**config.mk**
```make
export PLATFORM = sky130hd
export DESIGN_NAME = wb_regfile
export DESIGN_NICKNAME = d
export VERILOG_FILES = /design/src/rtl/wb_regfile.sv
export SDC_FILE = /design/constraint.sdc
export NUM_CORES = 1
export LEC_CHECK = 0
export BUFFER_PORTS_ARGS = -buffer_cell sky130_fd_sc_hd__buf_2
export CAP_MARGIN = 10
export CORE_MARGIN = 5
export CORE_UTILIZATION = 51
export DETAILED_ROUTE_END_ITERATION = 7
export GPL_ROUTABILITY_DRIVEN = 0
export PLACE_DENSITY = 0.76
export RECOVER_POWER = 25
export SYNTH_ARGS = -nofsm -noshare
export SYNTH_HDL_FRONTEND = slang
export SYNTH_SLANG_ARGS = --single-unit
```
**constraint.sdc**
```tcl
create_clock -name clk -period 2.7 [get_ports clk]
set_input_delay 0.27 -clock clk [delete_from_list [all_inputs] [get_ports clk]]
set_output_delay 0.27 -clock clk [all_outputs]
set_load 0.02 [all_outputs]
```
**src/rtl/wb_regfile.sv**
```systemverilog
// wb_regfile: writeback stage of the 8-bit RISC core.
// Selects the writeback value, commits it to the general register file,
// serves the two decode read ports with optional write-through bypass, and
// keeps a saturating retired-write counter plus a last-write trace.
module wb_regfile #(
    parameter int unsigned DATA_W  = 8,
    parameter int unsigned ADDR_W  = 3,
    parameter bit          R0_ZERO = 1'b1,
    parameter bit          BYPASS  = 1'b1,
    parameter int unsigned CNT_W   = 16
) (
    input  logic              clk,
    input  logic              reset,
    input  logic [DATA_W-1:0] wb_mem_data,
    input  logic [DATA_W-1:0] wb_alu_result,
    input  logic [ADDR_W-1:0] wb_rd,
    input  logic              wb_reg_write,
    input  logic              wb_mem_to_reg,
    input  logic [ADDR_W-1:0] rs1_addr,
    input  logic [ADDR_W-1:0] rs2_addr,
    output logic [DATA_W-1:0] rs1_data,
    output logic [DATA_W-1:0] rs2_data,
    output logic [DATA_W-1:0] wb_data,
    output logic              wb_commit,
    output logic [ADDR_W-1:0] last_rd,
    output logic [DATA_W-1:0] last_data,
    output logic [CNT_W-1:0]  wr_count
);

    localparam int unsigned NREG = 1 << ADDR_W;

    logic [DATA_W-1:0] regs_q [NREG];
    logic [DATA_W-1:0] regs_d [NREG];
    logic [ADDR_W-1:0] last_rd_q, last_rd_d;
    logic [DATA_W-1:0] last_data_q, last_data_d;
    logic [CNT_W-1:0]  wr_count_q, wr_count_d;
    logic              rd_is_r0;

    // Writeback value mux, driven regardless of the write enable
    always_comb begin
        wb_data = wb_alu_result;
        if (wb_mem_to_reg) begin
            wb_data = wb_mem_data;
        end
    end

    // Commit qualifier: suppressed during reset and for hardwired-zero R0
    always_comb begin
        rd_is_r0  = (R0_ZERO != 1'b0) && (wb_rd == '0);
        wb_commit = wb_reg_write && !reset && !rd_is_r0;
    end

    // Next-state for storage, trace and saturating counter
    always_comb begin
        regs_d      = regs_q;
        last_rd_d   = last_rd_q;
        last_data_d = last_data_q;
        wr_count_d  = wr_count_q;
        if (wb_commit) begin
            regs_d[wb_rd] = wb_data;
            last_rd_d     = wb_rd;
            last_data_d   = wb_data;
            if (wr_count_q != {CNT_W{1'b1}}) begin
                wr_count_d = wr_count_q + CNT_W'(1);
            end
        end
    end

    // State registers, cleared asynchronously by reset
    always_ff @(posedge clk or posedge reset) begin
        if (reset) begin
            for (int unsigned i = 0; i < NREG; i++) begin
                regs_q[i] <= '0;
            end
            last_rd_q   <= '0;
            last_data_q <= '0;
            wr_count_q  <= '0;
        end else begin
            regs_q      <= regs_d;
            last_rd_q   <= last_rd_d;
            last_data_q <= last_data_d;
            wr_count_q  <= wr_count_d;
        end
    end

    // Read port 1: R0 zero, then same-cycle bypass, then stored value
    always_comb begin
        rs1_data = regs_q[rs1_addr];
        if ((BYPASS != 1'b0) && wb_commit && (rs1_addr == wb_rd)) begin
            rs1_data = wb_data;
        end
        if ((R0_ZERO != 1'b0) && (rs1_addr == '0)) begin
            rs1_data = '0;
        end
    end

    // Read port 2: identical rules to port 1, independent address
    always_comb begin
        rs2_data = regs_q[rs2_addr];
        if ((BYPASS != 1'b0) && wb_commit && (rs2_addr == wb_rd)) begin
            rs2_data = wb_data;
        end
        if ((R0_ZERO != 1'b0) && (rs2_addr == '0)) begin
            rs2_data = '0;
        end
    end

    assign last_rd   = last_rd_q;
    assign last_data = last_data_q;
    assign wr_count  = wr_count_q;

endmodule

```
== Yosys cells after proc, flatten, opt, wreduce, memory -nomap -nowiden ==
Cells that the tools add are included.
W data, S select, Z words.

* $mul: 0
* Equal/unequal tests: 3
* Mux-type cells: 14
* Div/mod/pow operators: 0
* Add/subtract/negate cells: 1
* Order comparisons: 4
* Bitwise operators: 3
* Shift-type cells: 0
* Reduce and logical (&&, ||, !) cells: 11

{| class="wikitable"
|+ Operators by type and width
! operator !! number
|-
| $mux W8 || 10
|-
| $bwmux W64 || 1
|-
| $bmux W8 S3 || 2
|-
| $demux W8 S3 || 1
|-
| $add A16 B1 Y16 const B || 1
|-
| $ne A16 B16 Y1 const B || 1
|-
| $ge A4 B4 Y1 const B || 3
|-
| $not A3 Y4 || 3
|-
| $logic_not A3 Y1 || 3
|-
| $eq A3 B3 Y1 || 2
|-
| $logic_and A1 B1 Y1 || 5
|-
| $lt A4 B1 Y1 const B || 1
|-
| $logic_not A1 Y1 || 2
|-
| $reduce_and A2 Y1 || 1
|}

* Flip-flop bits (word level): 91
* Memories kept: 0
* Input port bits: 29
* Memory bits (writable): 0
* Bits in latches: 0
* Memory bits (read-only): 0
* Output and inout port bits: 52

== Longest topological paths before layout ==
Gate-level depths: netlist of run 1.

* Depth in word-level cells: 6
* Depth in mapped cells: 7

== Worst setup path after synthesis of run 1 ==
OpenSTA, ideal clock, no wires.

* Path kind: in2out
* From: input port reset
* To: output port rs1_data[4]
* Path slack: 0.563 ns
* Path buffers: 1
* Arrival time: 1.867 ns
* Stages: 6
* Path through: and2b_2 o31ai_4 nor4_4 buf_4 a211oi_1 a211oi_1

* Word-level cells in the longest chain between the ends: 6

{| class="wikitable"
|+ RTL lines
! element !! line !! text
|-
| from (decl) || 13 || <nowiki>input logic reset,</nowiki>
|-
| $logic_not A1 Y1 (no line) || n/a ||
|-
| $logic_and A1 B1 Y1 (2 in a row) || 50 || <nowiki>wb_commit = wb_reg_write && !reset && !rd_is_r0;</nowiki>
|-
| $logic_and A1 B1 Y1 || 89 || <nowiki>if ((BYPASS != 1'b0) && wb_commit && (rs1_addr == wb_rd)) begin</nowiki>
|-
| $mux W8 || 89 ||
|-
| $mux W8 || 92 || <nowiki>if ((R0_ZERO != 1'b0) && (rs1_addr == '0)) begin</nowiki>
|-
| to (decl) || 21 || <nowiki>output logic [DATA_W-1:0] rs1_data,</nowiki>
|}

No other way between the ends.

== Worst setup path in the final report of run 1 ==
* From: register regs_q[26] (netlist name)
* To: output port rs2_data[2]

* Word-level cells in the longest chain between the ends: 5

{| class="wikitable"
|+ RTL lines
! element !! line !! text
|-
| from (decl) || 32 || <nowiki>logic [DATA_W-1:0] regs_q [NREG];</nowiki>
|-
| from (signal assigned) || 79 || <nowiki>regs_q <= regs_d;</nowiki>
|-
| $bmux W8 S3 || 99 || <nowiki>rs2_data = regs_q[rs2_addr];</nowiki>
|-
| $mux W8 (not written as such) (2 in a row) || 99 ||
|-
| $mux W8 || 100 || <nowiki>if ((BYPASS != 1'b0) && wb_commit && (rs2_addr == wb_rd)) begin</nowiki>
|-
| $mux W8 || 103 || <nowiki>if ((R0_ZERO != 1'b0) && (rs2_addr == '0)) begin</nowiki>
|-
| to (decl) || 22 || <nowiki>output logic [DATA_W-1:0] rs2_data,</nowiki>
|}

No other way between the ends. The select of a mux whose other input is x is not followed.

==> impl_metrics.csv, run 1 <==
group,metric,value,unit
status,status,"finished with violations",
status,violations,"capacitance limit, slew limit",
yosys,synthesis.area,4780,um^2
yosys,synth_top_flop_cell,"dfrtp_1",
setup_path,path_class,"reg2out",
setup_path,worstSetupStartpointType,"flop",
timing,tns,0,ns
grt,track_usage,22.6,%
grt,grt_max_degree,52,
yosys,yosysWarnings,0,
setup_path,worstPathMaxFanout,3,
grt,antenna_found_initial,0,
finish,multiInputGateArea,2260,um^2
timing,setup_viol_count_final,0,
timing,max_clock_freq,0.416,GHz
finish,diodes,0,
place,io_buffer_count,80,
clock_network,cts_resized,0,
finish,num-nets-final,545,
yosys,synth_top_area_share,47.6,%
die,chipWidth,107,um
grt,grt_pass1_vias,3833,
route,via_count,3771,
route,totalWireLength,12.2,mm
timing,worst_pin_slew,1.84,ns
finish,ff_latch_area,2280,um^2
yosys,syn-num-nets,474,
route,drc_errors,0,
setup_path,path_buf_inv,1,
pwr,power.net_switching,1.33,mW
yosys,synth_seq_area_share,47.6,%
setup_path,arrival,2.13,ns
clock_network,h-tree-depth,3,
setup_path,crit_family,"compound AO/OA/AOI/OAI gates",
die,core,9200,um^2
grt,grt.met3_usage,4.82,%
setup_path,crit_path_end_kind,"output pin",
grt,globalRouteMet1Util,29.1,%
timing,min_period,2.40,ns
min_path,hold_class,"in2reg",
grt,grt_pass1_wl,20.0,mm
yosys,synth_cells,444,
timing,fin_skew,0.00543,ns
pwr,intPower,2.59,mW
timing,hold_viol,0,
die,die_area,11400,um^2
yosys,synth_edf_count,0,
finish,fillers,758,
yosys,yosysMostFrequentCell,"dfrtp_1",
route,avgRoutedWirePerCell,19.3,um
yosys,synth.largest_area_cell,"dfrtp_1",
clock_network,cts_root_buf,"clkbuf_8",
pwr,power.share.clock,23.3,%
route,vias_per_cell,5.98,
pwr,p_leak,2.49,nW
clock_network,cts_made_buffers,9,
pwr,powerDensity,709,nW/um^2
place,hpwl,8.63,mm
grt,gr-total-overflow,0,
clock_network,cts_hold_buf,0,
clock_network,clock_sinks,91,
clock_network,insertion_delay,0.35,ns
clock_network,clock_path_buffers,2,
timing,min_period_over_period,89.0,%
yosys,async_reset_ff_share,100,%
route,first_pass_iters,4,
pwr,combPwrFrac,28.8,%
setup_path,crit_slowest_cell,"mux4_2",
die,rows,35,
route,drtAntennaViolNets,0,
clock_network,clk_pin_slew,0.09,ns
grt,busiest_layer,"met2",
grt,use_met2,37.8,%
yosys,syn_area_per_cell,10.8,um^2
timing,rsz0062_at_grt,"no",
pwr,max-vdd-ir-drop,0.000472,V
job,cap_violations,1,
setup_path,critical_path_required,2.43,ns
timing,maxSlewHeadroom,-23.1,%
place,placed_cell_area,5340,um^2
finish,areaGrowthSynthToFinish,15.7,%
yosys,ys_ff_latch,91,
yosys,synth_area_leaders,"dfrtp_1 48%, mux4_2 15%, a211oi_1 5.0%, a21oi_1 4.4%, nor2_1 3.8%",
setup_path,path_cells,"mux4_2, nor2b_1, a211oi_1, a211oi_1, buf_2",
finish,design_area,5530,um^2
pwr,p_total,3.92,mW
clock_network,cts_tree,"built",
die,dieHeight,107,um
die,start_util,52.0,%
timing,drv_slew,41,
finish,fin_util,60.1,%
yosys,synth_cell_types,36,
pwr,p_sw_share,33.9,%
route,initialDrtViolationCount,235,
clock_network,cts_setup_buffers,0,
finish,layout-drive-gt1-share,31.0,%
setup_path,slowest_delay,0.45,ns
setup_path,crit_path_frequent_cell,"a211oi_1",
yosys,ys_top_cells_by_count,"91 x dfrtp_1, 49 x nor2_1, 42 x a21oi_1",
die,io_pins,81,
pwr,seqPwrFrac,47.9,%
stage by stage:
step / std cells / hold slack (ns) / worst slack [ns]
finish: 631 / 0.223 / 0.298
CTS: 631 / 0.0211 / 0.338
global route: 631 / 0.235 / 0.300
global placement: 615 / 0.378 / 0.404
floorplan: 444 / 0.441 / 0.0664
detailed placement: 615 / 0.385 / 0.382
path summary, 6_finish.rpt:
kind	start	depth (start not counted)	to	slack (ns)
worst max register to register	wr_count[0]$_DFFE_PP0P_	5	wr_count[1]$_DFFE_PP0P_	0.86
worst min register to register	regs_q[56]$_DFFE_PP0P_	0	regs_q[56]$_DFFE_PP0P_	0.41
worst min-delay path	wb_rd[1]	3	last_rd[1]$_DFFE_PP0P_	0.22
min in group asynchronous	reset	2	wr_count[15]$_DFFE_PP0P_	0.36
max in group asynchronous	reset	3	regs_q[12]$_DFFE_PP0P_	1.42
worst max-delay path	regs_q[26]$_DFFE_PP0P_	5	rs2_data[2]	0.30
power by group through the flow:
stage          clock network (mW)  registers [mW]  logic (mW)
3_5_place_dp                    0            1.90        1.14
5_1_grt                     0.990            1.91        1.23
6_report                    0.913            1.88        1.13
3_3_place_gp                    0            1.87        1.10
2_1_floorplan                   0            1.90       0.745
4_1_cts                     0.934            1.87        1.14
final cells by class:
| class | count | area share [%] |
|---|---|---|
| tap | 111 | 2.51 |
| multi-input combinational | 297 | 40.9 |
| timing repair buffer | 105 | 11.1 |
| clock inverter | 5 | 1.13 |
| inverter | 11 | 0.770 |
| clock buffer | 11 | 2.38 |
| sequential | 91 | 41.2 |
flip-flops by register name (all words and copies together), names as in the netlist:
signal / count
regs_q: 64
wr_count: 16
last_data: 8
last_rd: 3
placed cells by master, fill, tap and decap left out, types with 2 or more instances in the layout:
cell type,synthesis,routed
a211oi_1,32,32
a21oi_1,42,42
buf_12,0,2
buf_2,10,79
buf_4,4,23
clkbuf_1,30,3
clkbuf_8,0,9
clkinvlp_4,0,2
dfrtp_1,91,91
inv_1,10,9
mux2i_1,8,8
mux4_2,32,32
nand2_1,41,41
nand2b_1,3,3
nand3_1,5,5
nand4_1,6,6
nor2_1,49,49
nor2b_1,16,16
nor3_1,4,4
nor3_2,2,2
nor4_4,2,2
o21ai_0,23,23
o31ai_1,2,2
or3_1,2,2
xnor2_1,8,8
xor2_1,9,9
logic make-up (layout without fill, tap and decap cells):
kind of cell | Yosys count | count (layout) | share of synthesized area (%)
and+or+nand+nor | 133 | 133 | 13.4
AOI/OAI and AO/OA | 104 | 104 | 13.4
DFF | 91 | 91 | 47.6
buffers and inverters | 56 | 132 | 5.00
muxes | 42 | 42 | 17.2
xor gates and xnor gates | 17 | 17 | 3.12
adders and majority gates | 1 | 1 | 0.262
routing by layer:
metal | wire (um) | share of wire (%) | vias up
li1 | - | - | 1722
met1 | 4810 | 39 | 1871
met2 | 6020 | 49 | 161
met3 | 1170 | 9.6 | 17
met4 | 190 | 1.6 | 0
met5 | 0 | 0 | -
worst register-to-register path, cell delays in order (launching register included):
cell	delay (ns)
dfrtp_1	0.46
ha_1	0.30
nand2_1	0.09
nor2_1	0.08
a41oi_2	0.42
mux2_2	0.38
Power figures use the tool's default switching activity.
==> run 2, diff against run 1 <==
Settings changed: CORE_UTILIZATION 51 to 55, PLACE_DENSITY 0.76 to default, PLACE_DENSITY_LB_ADDON from default to 0.1.
Clock period 2.7 ns to 2.4 ns, I/O delays scaled along.
==> run 2 against run 1 <==
Effect of this change: the run now ends clean; sequential cell count unchanged; clock power rose by 9.5%; die area fell by 6.6%; critical path depth unchanged; core utilization grew 4.1 points; clock-buffer cell count down 2; cell count decreased by 0.48%; global-route usage up 0.82 points; clock skew rose by 0.0054 ns; critical path type unchanged.
==> impl_metrics.csv, run 2 (synthesized netlist as in run 1, its figures left out) <==
group,metric,value,unit
clock_network,cts_tree,"built",
pwr,power.net_switching,1.53,mW
timing,max_clock_freq,0.436,GHz
timing,worst_slack,0.104,ns
clock_network,cts_root_buf,"clkbuf_8",
finish,fillers,736,
finish,mostFrequentLayoutCells,"91 x dfrtp_1, 79 x buf_2, 49 x nor2_1, 42 x a21oi_1, 41 x nand2_1",
finish,largest-register,"regs_q",
die,io_pins,81,
setup_path,worstSetupStartpointType,"flop",
timing,setup_viol_count_final,0,
place,io_buffer_count,80,
grt,gr-total-overflow,0,
clock_network,cts_made_buffers,9,
finish,diodes,0,
finish,num-nets-final,545,
setup_path,slowest_delay,0.50,ns
clock_network,h-tree-depth,3,
timing,drv_slew,0,
finish,layout_commonest_cell,"dfrtp_1",
route,drtAntennaViolNets,0,
pwr,power.share.clock,23.0,%
route,via_count,3674,
die,core,8590,um^2
grt,grt_pass1_wl,18.8,mm
pwr,p_leak,2.50,nW
finish,largest_reg_flops,64,
setup_path,worstPathMaxFanout,3,
pwr,seqPwrFrac,48.1,%
timing,rsz0062_at_grt,"no",
timing,fin_skew,0.0109,ns
pwr,intPower,2.83,mW
pwr,powerDensity,789,nW/um^2
grt,grt_max_degree,52,
route,vias_per_cell,5.85,
status,status,"completed",
timing,tns,0,ns
grt,grt_pass1_vias,3684,
place,hpwl,8.54,mm
finish,areaGrowthSynthToFinish,15.4,%
route,drc_errors,0,
route,totalWireLength,11.7,mm
setup_path,crit_path_end_kind,"output pin",
clock_network,insertion_delay,0.37,ns
clock_network,cts_resized,0,
finish,layout-drive-gt1-share,31.3,%
die,chipWidth,103,um
grt,antenna_found_initial,0,
grt,track_usage,23.4,%
clock_network,cts_hold_buf,0,
route,first_pass_iters,4,
pwr,p_sw_share,35.0,%
timing,hold_viol,0,
setup_path,critical_path_required,2.16,ns
timing,min_period_over_period,95.7,%
setup_path,crit_slowest_cell,"mux4_2",
die,start_util,55.6,%
setup_path,path_class,"reg2out",
clock_network,cts_setup_buffers,0,
pwr,max-vdd-ir-drop,0.000582,V
setup_path,crit_path_frequent_cell,"a211oi_1",
finish,ff_latch_area,2280,um^2
finish,multiInputGateArea,2260,um^2
pwr,combPwrFrac,28.9,%
clock_network,clk_pin_slew,0.10,ns
timing,maxSlewHeadroom,16.7,%
route,avgRoutedWirePerCell,18.6,um
die,dieHeight,103,um
clock_network,clock_path_buffers,2,
setup_path,path_cells,"mux4_2, nor2b_1, a211oi_1, a211oi_1, buf_2",
route,initialDrtViolationCount,223,
die,die_area,10700,um^2
setup_path,arrival,2.06,ns
timing,min_period,2.30,ns
die,rows,34,
min_path,hold_class,"in2reg",
timing,worst_pin_slew,1.25,ns
place,dpl_worst_slack,0.319,ns
job,cap_violations,0,
clock_network,clock_sinks,91,
-- run 2: path summary, 6_finish.rpt --
path | end | slack, ns | from | cells after the start
hold / removal | last_rd[2]$_DFFE_PP0P_ | 0.19 | wb_rd[2] | 3
min in group asynchronous | wr_count[12]$_DFFE_PP0P_ | 0.22 | reset | 3
setup reg to reg | wr_count[14]$_DFFE_PP0P_ | 0.48 | wr_count[0]$_DFFE_PP0P_ | 6
max in group asynchronous | regs_q[52]$_DFFE_PP0P_ | 1.30 | reset | 3
setup / recovery | rs2_data[3] | 0.10 | regs_q[11]$_DFFE_PP0P_ | 5
hold reg to reg | regs_q[57]$_DFFE_PP0P_ | 0.40 | regs_q[57]$_DFFE_PP0P_ | 0
-- run 2: critical path: cells and delay by family, from the launching register on --
family | cells | cell delay, ns
muxes | 1 | 0.50
AOI/OAI and AO/OA | 2 | 0.44
DFF | 1 | 0.40
buffers and inverters | 1 | 0.21
and+or+nand+nor | 1 | 0.16
-- run 2: cell type report --
type | count | share of cell area [%]
clock buffer | 9 | 2.25
sequential | 91 | 41.3
clock inverter | 7 | 1.22
multi-input combinational | 297 | 41.0
inverter | 11 | 0.771
timing repair buffer | 105 | 11.0
tap | 108 | 2.45
-- run 2: metrics by stage --
stage	hold WS, ns	instance area [um^2]	cells	util [%]	total power, mW
floorplan	0.441	4780	444	-	2.97
CTS	0.0410	5530	628	64.3	4.40
global placement	0.381	5330	612	62.1	3.34
detailed placement	0.385	5330	612	62.1	3.39
global route	0.207	5520	628	64.2	4.61
finish	0.192	5520	628	64.2	4.35
-- run 2: metal layers --
metal	vias to the layer above	part of all wire, %	global-route usage (%)
met5	-	0	0
met4	0	1.8	8.37
met3	21	6.8	4.36
met2	140	49	38.5
met1	1788	42	31.4
li1	1725	-	-
-- run 2: power by group through the flow --
| stage | Sequential, mW | Combinational (mW) | Clock (mW) |
|---|---|---|---|
| after detailed placement | 2.12 | 1.27 | 0 |
| after global routing | 2.13 | 1.39 | 1.09 |
| after global placement | 2.10 | 1.24 | 0 |
| final | 2.09 | 1.26 | 1.00 |
| after CTS | 2.09 | 1.27 | 1.04 |
| after floorplan | 2.13 | 0.838 | 0 |
